[src/rtl/comm_line_sched_if.sv]
// Transmit handshake between the line scheduler, the requesters and comm_transmitter.
// The scheduler takes the slave modport; requesters/transmitter take the master modport.
interface comm_line_sched_if;
    logic [1:0] req;
    logic       tx_busy;
    logic [1:0] grant;
    logic       tx_start;

    modport master (
        output req,
        output tx_busy,
        input  grant,
        input  tx_start
    );

    modport slave (
        input  req,
        input  tx_busy,
        output grant,
        output tx_start
    );
endinterface

[src/rtl/comm_line_sched.sv]
// Half-duplex DOMHub line scheduler: arbitrates TX access and sequences RX/TX turnaround.
// Optional per-requester grant and abort statistics are built when COMM_SCHED_STATS_EN is defined.
module comm_line_sched #(
    parameter int unsigned TURN_TX_CYC    = 40,
    parameter int unsigned RX_BLANK_CYC   = 100,
    parameter int unsigned TX_TIMEOUT_CYC = 65535,
    parameter int unsigned STARVE_MAX     = 4,
    parameter int unsigned CNT_W          = 16
) (
    input  logic             inclk,
    input  logic             reset_n,
    input  logic             rx_decoding,
    input  logic             clr_err,
    comm_line_sched_if.slave line,
    output logic             rx_enable,
    output logic             dac_blank,
    output logic             tx_timeout_err,
    output logic [2:0]       sched_state,
    output logic [15:0]      grant_cnt0,
    output logic [15:0]      grant_cnt1,
    output logic [7:0]       abort_cnt
);

    localparam int unsigned StarveW = $clog2(STARVE_MAX + 1);
    localparam logic [CNT_W-1:0] TurnTxLast = CNT_W'(TURN_TX_CYC - 1);
    localparam logic [CNT_W-1:0] RxBlankLast = CNT_W'(RX_BLANK_CYC - 1);
    localparam logic [CNT_W-1:0] TxTimeoutLast = CNT_W'(TX_TIMEOUT_CYC - 1);

    typedef enum logic [2:0] {
        StIdle   = 3'd0,
        StRxBusy = 3'd1,
        StTurnTx = 3'd2,
        StTx     = 3'd3,
        StTurnRx = 3'd4
    } state_e;

    state_e             state_q;
    logic [CNT_W-1:0]   cnt_q;
    logic [CNT_W-1:0]   cnt_inc;
    logic [1:0]         winner_q;
    logic [StarveW-1:0] starve_q;
    logic               busy_seen_q;

    logic [1:0]         arb_winner;
    logic [StarveW-1:0] arb_starve;
    logic               launch;
    logic               abort;

    assign cnt_inc     = (cnt_q == {CNT_W{1'b1}}) ? cnt_q : cnt_q + CNT_W'(1);
    assign launch      = (state_q == StTurnTx) && !rx_decoding && (cnt_q >= TurnTxLast);
    assign abort       = (state_q == StTurnTx) && rx_decoding;
    assign sched_state = state_q;

    // Fixed priority to req[0]; req[1] is forced through after STARVE_MAX consecutive losses.
    always_comb begin
        arb_winner = 2'b00;
        arb_starve = starve_q;
        case (line.req)
            2'b01: begin
                arb_winner = 2'b01;
                arb_starve = '0;
            end
            2'b10: begin
                arb_winner = 2'b10;
                arb_starve = '0;
            end
            2'b11: begin
                if (starve_q >= StarveW'(STARVE_MAX)) begin
                    arb_winner = 2'b10;
                    arb_starve = '0;
                end else begin
                    arb_winner = 2'b01;
                    arb_starve = starve_q + StarveW'(1);
                end
            end
            default: ;
        endcase
    end

    always_ff @(posedge inclk or negedge reset_n) begin
        if (!reset_n) begin
            state_q        <= StIdle;
            cnt_q          <= '0;
            winner_q       <= '0;
            starve_q       <= '0;
            busy_seen_q    <= 1'b0;
            line.grant     <= 2'b00;
            line.tx_start  <= 1'b0;
            rx_enable      <= 1'b1;
            dac_blank      <= 1'b1;
            tx_timeout_err <= 1'b0;
        end else begin
            line.tx_start <= 1'b0;
            // A timeout set later in this block overrides the clear.
            if (clr_err) begin
                tx_timeout_err <= 1'b0;
            end
            case (state_q)
                StIdle: begin
                    if (rx_decoding) begin
                        state_q <= StRxBusy;
                        cnt_q   <= '0;
                    end else if (line.req != 2'b00) begin
                        state_q   <= StTurnTx;
                        cnt_q     <= '0;
                        winner_q  <= arb_winner;
                        starve_q  <= arb_starve;
                        rx_enable <= 1'b0;
                    end
                end
                StRxBusy: begin
                    cnt_q <= '0;
                    if (!rx_decoding) begin
                        state_q <= StIdle;
                    end
                end
                StTurnTx: begin
                    if (abort) begin
                        state_q   <= StRxBusy;
                        cnt_q     <= '0;
                        winner_q  <= '0;
                        rx_enable <= 1'b1;
                    end else if (launch) begin
                        state_q       <= StTx;
                        cnt_q         <= '0;
                        busy_seen_q   <= 1'b0;
                        line.tx_start <= 1'b1;
                        line.grant    <= winner_q;
                        dac_blank     <= 1'b0;
                    end else begin
                        cnt_q <= cnt_inc;
                    end
                end
                StTx: begin
                    if (line.tx_busy) begin
                        busy_seen_q <= 1'b1;
                    end
                    if (busy_seen_q && !line.tx_busy) begin
                        state_q    <= StTurnRx;
                        cnt_q      <= '0;
                        line.grant <= 2'b00;
                        dac_blank  <= 1'b1;
                    end else if (cnt_q >= TxTimeoutLast) begin
                        state_q        <= StTurnRx;
                        cnt_q          <= '0;
                        line.grant     <= 2'b00;
                        dac_blank      <= 1'b1;
                        tx_timeout_err <= 1'b1;
                    end else begin
                        cnt_q <= cnt_inc;
                    end
                end
                StTurnRx: begin
                    if (cnt_q >= RxBlankLast) begin
                        state_q   <= StIdle;
                        cnt_q     <= '0;
                        rx_enable <= 1'b1;
                    end else begin
                        cnt_q <= cnt_inc;
                    end
                end
                default: begin
                    state_q    <= StIdle;
                    cnt_q      <= '0;
                    line.grant <= 2'b00;
                    rx_enable  <= 1'b1;
                    dac_blank  <= 1'b1;
                end
            endcase
        end
    end

`ifdef COMM_SCHED_STATS_EN
    logic [15:0] gcnt0_q;
    logic [15:0] gcnt1_q;
    logic [7:0]  abort_q;

    always_ff @(posedge inclk or negedge reset_n) begin
        if (!reset_n) begin
            gcnt0_q <= '0;
            gcnt1_q <= '0;
            abort_q <= '0;
        end else if (clr_err) begin
            gcnt0_q <= '0;
            gcnt1_q <= '0;
            abort_q <= '0;
        end else begin
            if (launch && winner_q[0] && (gcnt0_q != 16'hffff)) begin
                gcnt0_q <= gcnt0_q + 16'd1;
            end
            if (launch && winner_q[1] && (gcnt1_q != 16'hffff)) begin
                gcnt1_q <= gcnt1_q + 16'd1;
            end
            if (abort && (abort_q != 8'hff)) begin
                abort_q <= abort_q + 8'd1;
            end
        end
    end

    assign grant_cnt0 = gcnt0_q;
    assign grant_cnt1 = gcnt1_q;
    assign abort_cnt  = abort_q;
`else
    assign grant_cnt0 = 16'd0;
    assign grant_cnt1 = 16'd0;
    assign abort_cnt  = 8'd0;
`endif

endmodule

[src/flat_wrapper.sv]
// flat-port wrapper written by rule: the top's interface ports become plain ports
module comm_line_sched_flat 
#(
    parameter int unsigned TURN_TX_CYC    = 40,
    parameter int unsigned RX_BLANK_CYC   = 100,
    parameter int unsigned TX_TIMEOUT_CYC = 65535,
    parameter int unsigned STARVE_MAX     = 4,
    parameter int unsigned CNT_W          = 16
)
  (inclk, reset_n, rx_decoding, clr_err, rx_enable, dac_blank, tx_timeout_err, sched_state, grant_cnt0, grant_cnt1, abort_cnt, line_req, line_tx_busy, line_grant, line_tx_start);
  comm_line_sched_if line_i ();
  input  logic inclk;
  input  logic reset_n;
  input  logic rx_decoding;
  input  logic clr_err;
  output logic rx_enable;
  output logic dac_blank;
  output logic tx_timeout_err;
  output logic [2:0] sched_state;
  output logic [15:0] grant_cnt0;
  output logic [15:0] grant_cnt1;
  output logic [7:0] abort_cnt;
  input wire logic [$bits(line_i.req)-1:0] line_req;
  input wire logic [$bits(line_i.tx_busy)-1:0] line_tx_busy;
  output wire logic [$bits(line_i.grant)-1:0] line_grant;
  output wire logic [$bits(line_i.tx_start)-1:0] line_tx_start;
  assign line_i.req = line_req;
  assign line_i.tx_busy = line_tx_busy;
  assign line_grant = line_i.grant;
  assign line_tx_start = line_i.tx_start;
  comm_line_sched #(.TURN_TX_CYC(TURN_TX_CYC), .RX_BLANK_CYC(RX_BLANK_CYC), .TX_TIMEOUT_CYC(TX_TIMEOUT_CYC), .STARVE_MAX(STARVE_MAX), .CNT_W(CNT_W)) u_core (.inclk(inclk), .reset_n(reset_n), .rx_decoding(rx_decoding), .clr_err(clr_err), .line(line_i), .rx_enable(rx_enable), .dac_blank(dac_blank), .tx_timeout_err(tx_timeout_err), .sched_state(sched_state), .grant_cnt0(grant_cnt0), .grant_cnt1(grant_cnt1), .abort_cnt(abort_cnt));
endmodule
[config.mk]
export PLATFORM = sky130hd
export DESIGN_NAME = comm_line_sched_flat
export DESIGN_NICKNAME = d
export VERILOG_FILES = /design/src/rtl/comm_line_sched_if.sv /design/src/rtl/comm_line_sched.sv /design/src/flat_wrapper.sv
export SDC_FILE = /design/constraint.sdc
export NUM_CORES = 1
export LEC_CHECK = 0
export CAP_MARGIN = 20
export CORE_MARGIN = 4
export CORE_UTILIZATION = 49
export DETAILED_ROUTE_END_ITERATION = 16
export PLACE_DENSITY = 0.89
export SYNTH_ARGS = -nofsm -noshare
export SYNTH_HDL_FRONTEND = slang
export SYNTH_SLANG_ARGS = --single-unit
[constraint.sdc]
create_clock -name inclk -period 2.3 [get_ports inclk]
set_clock_uncertainty 0.05 [all_clocks]
set_input_delay 0.46 -clock inclk [delete_from_list [all_inputs] [get_ports inclk]]
set_output_delay 0.46 -clock inclk [all_outputs]
set_load 0.01 [all_outputs]
* Word level (Yosys, flattened, before mapping)
Index checks and enable logic that the tools add are counted.
** Operators by class
- Add/subtract/negate cells :: 2
- $lt $le $gt $ge :: 4
- Equal/unequal tests :: 19
- Multiplexer cells :: 50
- Bitwise logic cells :: 3
- Reductions and logical operators :: 20
** Operators by type and width (number)
- 2-to-1 mux 16 bit :: 8
- case mux 16 bit (4 select lines) :: 1
- 2-to-1 mux 3 bit :: 9
- adder 16 x 1 -> 16 bit (second input constant) :: 1
- equality test 16 bit (second input constant) :: 1
- greater-or-equal comparator 16 bit (second input constant) :: 1
- greater-or-equal comparator 16 x 6 -> 1 bit (second input constant) :: 1
- greater-or-equal comparator 16 x 7 -> 1 bit (second input constant) :: 1
- 2-to-1 mux 1 bit :: 16
- 2-to-1 mux 2 bit :: 8
- AND reduction 4 bit :: 4
- case mux 3 bit (5 select lines) :: 1
- case mux 2 bit (3 select lines) :: 2
- AND reduction 5 bit :: 2
- != test 2 x 1 -> 1 bit (second input constant) :: 4
- != test 2 bit (second input constant) :: 4
- nonzero test 2 bit :: 4
- equality test 3 x 2 -> 1 bit (second input constant) :: 2
- != test 3 x 1 -> 1 bit (second input constant) :: 2
- case mux 3 bit (2 select lines) :: 1
- equality test 2 bit (second input constant) :: 2
- logical AND 1 bit :: 4
- case mux 1 bit (4 select lines) :: 1
- case mux 2 bit (2 select lines) :: 1
- 13 further kinds :: 17
** Word-level totals
- Flip-flop bits (word level) :: 31
- Output and inout port bits :: 49
- Logic and storage cells :: 108

* Depth between registers and ports, before layout
Gate-level depths: netlist of the first run.
- Depth in word-level cells :: 6
- Depth in mapped cells :: 8
- Mapped depth without buffers :: 6

* Least setup slack after synthesis of the first run
OpenSTA, ideal clock, no wires.
- Kind :: flip-flop to flip-flop
- Start point :: register u_core.cnt_q[9]
- End point :: register u_core.cnt_q[15]
- Library setup time :: 0.072 ns
- Arrival time :: 1.882 ns
- Slack :: 0.296 ns
- Stages on the path, launching flop included :: 7
- Clock period less this slack :: 2.004 ns
- Cells stage by stage :: dfrtp_1 > or4_4 > nor4_4 > nand2_2 > o2111a_4 > buf_12 > nor2_1
** Between the ends
- Cells in the longest elaborated chain, start to end :: 5
- Elaborated cells on any way between the ends :: 13
- Classes of those cells :: add/sub: 1; order compare: 3; eq/ne: 1; mux: 7; reduce/logical: 1
** Ends and longest elaborated chain
- from (decl) :: RTL line comm_line_sched.sv:38 : logic [CNT_W-1:0] cnt_q;
- from (signal assigned) :: RTL line comm_line_sched.sv:131 : cnt_q <= cnt_inc;
- from (signal assigned) :: RTL line comm_line_sched.sv:150 : cnt_q <= cnt_inc;
- from (signal assigned) :: RTL line comm_line_sched.sv:159 : cnt_q <= cnt_inc;
- adder 16 x 1 -> 16 bit (tied with other cells) :: RTL line comm_line_sched.sv:49 : assign cnt_inc = (cnt_q == {CNT_W{1'b1}}) ? cnt_q : cnt_q + CNT_W'(1);
- 2-to-1 mux 16 bit / logical AND 1 bit (equally long branches) :: RTL line comm_line_sched.sv:49, comm_line_sched.sv:50
- 2-to-1 mux 16 bit (on tied branches) :: RTL line comm_line_sched.sv:143, comm_line_sched.sv:123
- 2-to-1 mux 16 bit (on tied branches) :: RTL line comm_line_sched.sv:138, comm_line_sched.sv:118
- case mux 16 bit (4 select lines) (*) :: RTL line comm_line_sched.sv:98 : case (state_q)
Every way passes the cells marked *; elsewhere a longest branch is shown, timed or not.
A chain may end at the register's enable or synchronous reset.

* Final worst setup path of the first run
- Start point :: register u_core.cnt_q[9]
- End point :: register u_core.cnt_q[3]
** Between the ends
- Cells in the longest elaborated chain, start to end :: 5
- Elaborated cells on any way between the ends :: 12
- Classes of those cells :: order compare: 3; eq/ne: 1; mux: 7; reduce/logical: 1
** Ends and longest elaborated chain (RTL line)
- greater-or-equal comparator 16 x 6 -> 1 bit / equality test 16 bit (equally long branches) :: comm_line_sched.sv:50, comm_line_sched.sv:49
- logical AND 1 bit / 2-to-1 mux 16 bit (equally long branches) :: comm_line_sched.sv:50, comm_line_sched.sv:49
- 2-to-1 mux 16 bit (on tied branches) :: comm_line_sched.sv:123, comm_line_sched.sv:143
- 2-to-1 mux 16 bit (on tied branches) :: comm_line_sched.sv:118, comm_line_sched.sv:138
- case mux 16 bit (4 select lines) (*) :: comm_line_sched.sv:98
Marks and branches as above.

==> summary.md, run 1 <==
| Metric | Value |
|---|---|
| Combinational share of power | `0.362` |
| Leak | `1.02 nW` |
| Worst setup slack after placement | `-0.00961 ns` |
| Initial cell density of the core | `0.514` |
| Count of routing violations after the opening detailed-route iteration | `~170` |
| Cts bufs inserted | `5` |
| Die Span X | `about 73 µm` |
| Via count | `approximately 1,600` |
| Internal | `1.09 mW` |
| Dominant cells by area after synthesis | `dfrtp_1, buf_4, xnor2_1, nand2_1, nor2_1` |
| Total detailed-routing wirelength | `3900 µm` |
| Initial antenna violation count | `0` |
| Worst r2r path cells | `5` |
| Number of instances in the synthesized netlist | `228` |
| Die Height | `73.3 µm` |
| Worst Path Class, Setup | `reg2reg` |
| Worst slew margin relative to its limit | `0.591` |
| Endpoints failing setup | `0` |
| Post-route clock period utilization | `0.943` |
| Fin area | `2280 µm²` |
| Clock insertion delay at the later pin of the skew report | `0.28 ns` |
| CTS tree | `done` |
| Setup slack of the worst register-to-register path | `0.13 ns` |
| Capture instance of the worst register-to-register path | `u_core.cnt_q[3]` |
| Post-layout utilization of the core | `0.561` |
| Floorplan row count | `23` |
| Net Sw Power | `0.591 mW` |
| Antenna fix cells | `0` |
| Share of power burned in registers | `0.401` |
| Synthesis warning total | `0` |
| Count of final max-slew check failures | `0` |
| EDFF count, synth | `0` |
| Final Critical Period | `about 2.2 ns` |
| Number of I/O port buffers | `15` |
| Number of DRC violations after detailed routing | `0` |
| Startpoint of the lowest-slack register-to-register path | `u_core.cnt_q[9]` |
| Max Buffers Root-to-Sink | `2` |
| Number of nets with antenna violations after routing | `0` |
| Least-Margin Pin Slew | `0.607 ns` |
| Area share of the largest cell type after synthesis | `0.348` |
| Final GP Congestion | `roughly 0.88` |
| GR Overflow Total | `0` |
| Synth-to-Final Area Change | `9.11%` |
| Category of the worst setup path capture point | `flip-flop` |
| Maximum capacitance violations | `0` |
| Worst hold endpoint | `u_core.dac_blank` |
| Clk pwr share | `0.237` |
| Number of different library cells in the post-synthesis netlist | `49` |
| Final layout net count | `265` |
| Die area | `5370 µm²` |
| DP Area | `2190 µm²` |
| Fraction of layout cells with a size suffix above 1 | `0.145` |
| Post-synth top flop | `dfrtp_1` |
| Vias per cell | `5.18` |
| Average detailed-routed wire length per instance | `12.8 µm` |
| Maximum number of pins on one net before global-route repair | `32` |
| Number of sinks handled by clock tree synthesis | `31` |
| Power per Cell Area | `740 nW/µm²` |
| Post-synth ARST share | `1.00` |
| Arrival @ worst endpoint | `2.31 ns` |
| GRT Total Usage | `0.151` |
| Wire length of the first global-routing pass | `6280 µm` |
| Peak Freq | `0.461 GHz` |
| Number of non-filler instances in the completed layout | `305` |
| First-pass detailed-route iteration total | `7` |
| Sequential-to-total area share from yosys stat | `0.373` |
| Maximum fanout along the worst path | `16` |
| Placeable Area | `slightly above 4000 µm²` |
| Average cell area after synthesis | `approximately 9 µm²` |
| Run status | `completed` |
| Final-layout fill cell count | `341` |
| Hold Crit Depth | `2` |
| Slack of the critical path | `0.131 ns` |
| Commonest cells after routing, fill and taps aside | `conb_1, dfrtp_1, nand2_1` |
| Count of buffers added by post-CTS timing repair for setup | `0` |
| Final Total Pwr | `1.69 mW` |
| Post-synthesis cell area | `2090 µm²` |
| Hold Path Origin | `u_core.dac_blank` |
| Cell type contributing the most total cell area after synthesis | `dfrtp_1` |
| Post-synthesis sequential element count | `31` |
| Count of H-tree levels built during CTS | `2` |
| Final hold viol count | `0` |
| Switching part of the total power | `0.351` |
| Critical path launch point type | `flip-flop` |
| Peak VDD IR | `0.282 mV` |
| Unrepaired setup endpoints after global routing | `false` |
| Root cell of the clock tree | `clkbuf_8` |
| Clock-pin slew on the worst setup and hold paths | `0.06 ns` |
| Required time at the endpoint of the critical path | `2.44 ns` |
| Most common cell after layout, fill and taps aside | `conb_1` |
| IO Count | `56` |
| Classification of the worst-slack hold path | `reg2reg` |
| Number of placed cells counting well taps | `297` |
| DP Wirelength | `3010 µm` |
| Via count of the first global-routing pass | `1,405` |
worst max-delay path: stages (launching register included):
cell      delay [ns]
dfrtp_1         0.44
or4_4           0.57
nor4_4          0.26
nand2_2         0.12
o2111a_4        0.41
nor3_1          0.22
logic make-up after synthesis:
logic type	share of synthesized area
mux	0.0108
buf+inv	0.185
fa+ha+maj	0.0288
other cells	0.00180
simple gates	0.211
compound gates	0.148
xor+xnor	0.0420
flops	0.373
what timing repair did:
item                       4_1_cts  5_1_grt
gates resized for setup          0        1
hold buffers                     0        0
setup endpoints to repair        0        4
through the flow:
stage / hold slack (ns) / TNS (ns)
2_1_floorplan: 0.114 / 0
3_3_place_gp: 0.425 / 0
3_5_place_dp: 0.434 / -0.0106
4_1_cts: 0.444 / 0
5_1_grt: 0.460 / 0
6_report: 0.439 / 0
state kept, by name (all words and copies together) (netlist names):
register               cells
u_core.line.grant          2
u_core.dac_blank           1
u_core.starve_q            3
u_core.tx_timeout_err      1
u_core.rx_enable           1
u_core.sched_state         3
u_core.line.tx_start       1
u_core.cnt_q              16
u_core.winner_q            2
u_core.busy_seen_q         1
per-layer routing:
layer | global-route usage | part of all wire
met1 | 0.194 | 0.43
met3 | 0.0315 | 0.068
met2 | 0.236 | 0.48
met4 | 0.0820 | 0.025
met5 | 0 | 0
how the worst max path moves through the flow:
stage                          from               end  slack [ns]  cells past startpoint
finish              u_core.cnt_q[9]   u_core.cnt_q[3]        0.13                      5
global route        u_core.cnt_q[9]   u_core.cnt_q[3]        0.01                      5
CTS                 u_core.cnt_q[9]   u_core.cnt_q[3]        0.03                      5
detailed placement      rx_decoding  u_core.cnt_q[15]       -0.01                      6
global placement        rx_decoding  u_core.cnt_q[15]        0.04                      6
floorplan           u_core.cnt_q[9]  u_core.cnt_q[15]        0.30                      6
synthesized netlist by cell type, types with 3 or more instances:
master and number:
nor4_1 5, nor4b_1 3, buf_4 40, o21a_1 5
nand3_1 6, inv_1 11, a21oi_1 6, a31oi_1 3
ha_1 4, nor3_1 8, xnor2_1 10, nand2_1 19
dfrtp_1 29, and3_1 4, nor2_1 15, o21ai_0 10
clkbuf_1 5, nor2_2 6, a211oi_1 3
power by group through the flow:
stage	registers, mW	clock network [mW]	logic [mW]
after floorplan	0.689	0	0.473
after global routing	0.684	0.437	0.672
after global placement	0.679	0	0.579
final	0.677	0.400	0.609
after CTS	0.675	0.414	0.601
after detailed placement	0.685	0	0.599
area by class of cell:
class                      instances  area (µm²)  share of cell area
inverter                          11        41.3              0.0181
multi-input combinational        178        1070               0.472
sequential                        31         778               0.342
tap                               50        62.6              0.0275
clock buffer                       8        80.1              0.0352
timing repair buffer              27         240               0.105
Note: power is estimated with default switching activity, not from simulation.
==> inputs of run 2 (changes only) <==
--- a/config.mk
+++ b/config.mk
@@ -8,7 +8,7 @@
 export CAP_MARGIN = 20
 export CORE_MARGIN = 4
-export CORE_UTILIZATION = 49
+export CORE_UTILIZATION = 37
 export DETAILED_ROUTE_END_ITERATION = 16
-export PLACE_DENSITY = 0.89
+export PLACE_DENSITY = 0.72
 export SYNTH_ARGS = -nofsm -noshare
 export SYNTH_HDL_FRONTEND = slang
--- a/constraint.sdc
+++ b/constraint.sdc
@@ -3,3 +3,3 @@
 set_input_delay 0.46 -clock inclk [delete_from_list [all_inputs] [get_ports inclk]]
 set_output_delay 0.46 -clock inclk [all_outputs]
-set_load 0.01 [all_outputs]
+set_load 0.02 [all_outputs]
==> summary.md, run 2 (same netlist as run 1, synthesis figures left out) <==
| Metric | Value |
|---|---|
| Count of H-tree levels built during CTS | `2 (unchanged)` |
| Final Hold Slack | `0.431 ns (-0.00845 ns)` |
| Worst slew margin relative to its limit | `0.588 (-0.00319)` |
| Post-layout utilization of the core | `0.425 (-0.137)` |
| Count of final max-slew check failures | `0 (unchanged)` |
| Run status | `completed` |
| GR Overflow Total | `0 (unchanged)` |
| Total detailed-routing wirelength | `3940 µm (+1.1%)` |
| Number of DRC violations after detailed routing | `0 (unchanged)` |
| Maximum fanout along the worst path | `16 (unchanged)` |
| Crit path cell chain | `or4_4 > nor4_4 > nand2_2 > o2111a_4 > a211oi_1` |
| Final layout net count | `265 (unchanged)` |
| Peak VDD IR | `0.299 mV (+6.3%)` |
| Register containing the most flip-flops in the final layout | `u_core.cnt_q` |
| DP Wirelength | `2950 µm (-2.0%)` |
| Category of the worst setup path capture point | `flip-flop` |
| Clock insertion delay at the later pin of the skew report | `0.29 ns (about the same)` |
| Arrival @ worst endpoint | `2.32 ns (about the same)` |
| Wire length of the first global-routing pass | `6670 µm (+6.1%)` |
| Cts bufs inserted | `5 (unchanged)` |
| Placeable Area | `5470 µm² (+35%)` |
| Critical path launch point type | `flip-flop` |
| Antenna fix cells | `0 (unchanged)` |
| Least-Margin Pin Slew | `0.612 ns (+0.00473 ns)` |
| Post-cts resize count | `0 (unchanged)` |
| Worst setup slack after placement | `-0.0227 ns (-0.0131 ns)` |
| Required time at the endpoint of the critical path | `2.45 ns (about the same)` |
| Total of hold buffers inserted after clock tree synthesis | `0 (unchanged)` |
| Fin area | `2320 µm² (+2.0%)` |
| Leak | `1.03 nW (+1.0%)` |
| First-pass detailed-route iteration total | `4 (-3)` |
| Number of non-filler instances in the completed layout | `327 (+7.2%)` |
| Most common cell after layout, fill and taps aside | `conb_1` |
| Fraction of layout cells with a size suffix above 1 | `0.153 (+0.00784)` |
| IO Count | `56 (unchanged)` |
| Post-route clock period utilization | `0.946 (+0.00294)` |
| Final Total Pwr | `1.82 mW (+7.8%)` |
| Number of placed cells counting well taps | `319 (+7.4%)` |
| Final hold viol count | `0 (unchanged)` |
| Max Buffers Root-to-Sink | `2 (unchanged)` |
| Final-layout fill cell count | `532 (+56%)` |
| Endpoints failing setup | `0 (unchanged)` |
| Final GP Congestion | `0.873 (-0.58%)` |
| Peak Freq | `0.460 GHz (-0.31%)` |
| Vias per cell | `4.76 (-8.1%)` |
| Die Span X | `83.1 µm (+13%)` |
| Die Height | `83.1 µm (+13%)` |
| Number of I/O port buffers | `15 (unchanged)` |
| GRT Total Usage | `0.117 (-0.0344)` |
| Crit-path slowest cell | `or4_4` |
| Die area | `6910 µm² (+29%)` |
| Initial antenna violation count | `0 (unchanged)` |
| Via count | `1,557 (-1.5%)` |
| Synth-to-Final Area Change | `11.3%` |
| Average detailed-routed wire length per instance | `12.1 µm (-5.7%)` |
| Slack of the critical path | `0.124 ns (-0.00675 ns)` |
| Maximum number of pins on one net before global-route repair | `32 (unchanged)` |
| Maximum capacitance violations | `0 (unchanged)` |
| Initial cell density of the core | `0.381 (-0.133)` |
| Commonest cells after routing, fill and taps aside | `conb_1, dfrtp_1, nand2_1` |
| Root cell of the clock tree | `clkbuf_8` |
| Critical Path Max Stage Delay | `0.57 ns (about the same)` |
| Count of buffers added by post-CTS timing repair for setup | `0 (unchanged)` |
| Worst Path Class, Setup | `reg2reg` |
| DP Area | `2220 µm² (+1.3%)` |
| Final-layout setup total negative slack | `0 ns (unchanged)` |
| Number of nets with antenna violations after routing | `0 (unchanged)` |
| Largest register FFs | `16 (unchanged)` |
| Count of routing violations after the opening detailed-route iteration | `125 (-25%)` |
| Via count of the first global-routing pass | `1,422 (+1.2%)` |
| Power per Cell Area | `782 nW/µm² (+5.7%)` |
| CTS tree | `done` |
| Clock-pin slew on the worst setup and hold paths | `0.07 ns (about the same)` |
| Final Critical Period | `2.18 ns (+0.00675 ns)` |
| Number of sinks handled by clock tree synthesis | `31 (unchanged)` |
| Classification of the worst-slack hold path | `reg2reg` |
| Unrepaired setup endpoints after global routing | `false` |
| Floorplan row count | `27 (+17%)` |
run 2: changes by cell type in the layout (fill, tap and decap cells not counted), sizes merged:
cell,change
clkbuf,-1
clkinvlp,+1
run 2: layout make-up:
| type | count | area (µm²) | area share |
|---|---|---|---|
| clock buffers | 7 | 96.3 | 0.0415 |
| repair buffers | 27 | 240 | 0.103 |
| multi-input cells | 178 | 1070 | 0.460 |
| well taps | 72 | 90.1 | 0.0388 |
| inverters | 11 | 41.3 | 0.0178 |
| clock inverters | 1 | 7.51 | 0.00323 |
| flip-flops and latches | 31 | 778 | 0.335 |
run 2: per-layer routing:
layer  wire length (µm)  up-vias  track usage
li1                   -      768            -
met1               1780      717        0.157
met2               1770       65        0.173
met3                320        7       0.0298
met4                 71        0       0.0579
met5                  0        -            0
run 2: final timing paths:
kind / slack [ns] / start / to / cells after the start
worst max-delay path: 0.12 / u_core.cnt_q[9] / u_core.cnt_q[1] / 5
worst min-delay path: 0.43 / u_core.dac_blank / u_core.dac_blank / 2
worst max register to register: 0.12 / u_core.cnt_q[9] / u_core.cnt_q[1] / 5
worst min register to register: 0.43 / u_core.dac_blank / u_core.dac_blank / 2
max in group asynchronous: 1.35 / reset_n / u_core.rx_enable / 2
min in group asynchronous: 0.52 / reset_n / u_core.cnt_q[9] / 2
run 2: worst max-delay path, delay by kind of cell (launching register included):
family	cells	cell delay, ns
and+or+nand+nor	3	0.98
AOI/OAI and AO/OA	2	0.61
DFF	1	0.44
run 2: where the power goes:
group	switching, mW	total (mW)	internal [mW]	leakage (nW)
Sequential	0.0510	0.673	0.622	0.413
Clock	0.211	0.483	0.272	0.0505
Combinational	0.405	0.662	0.257	0.571
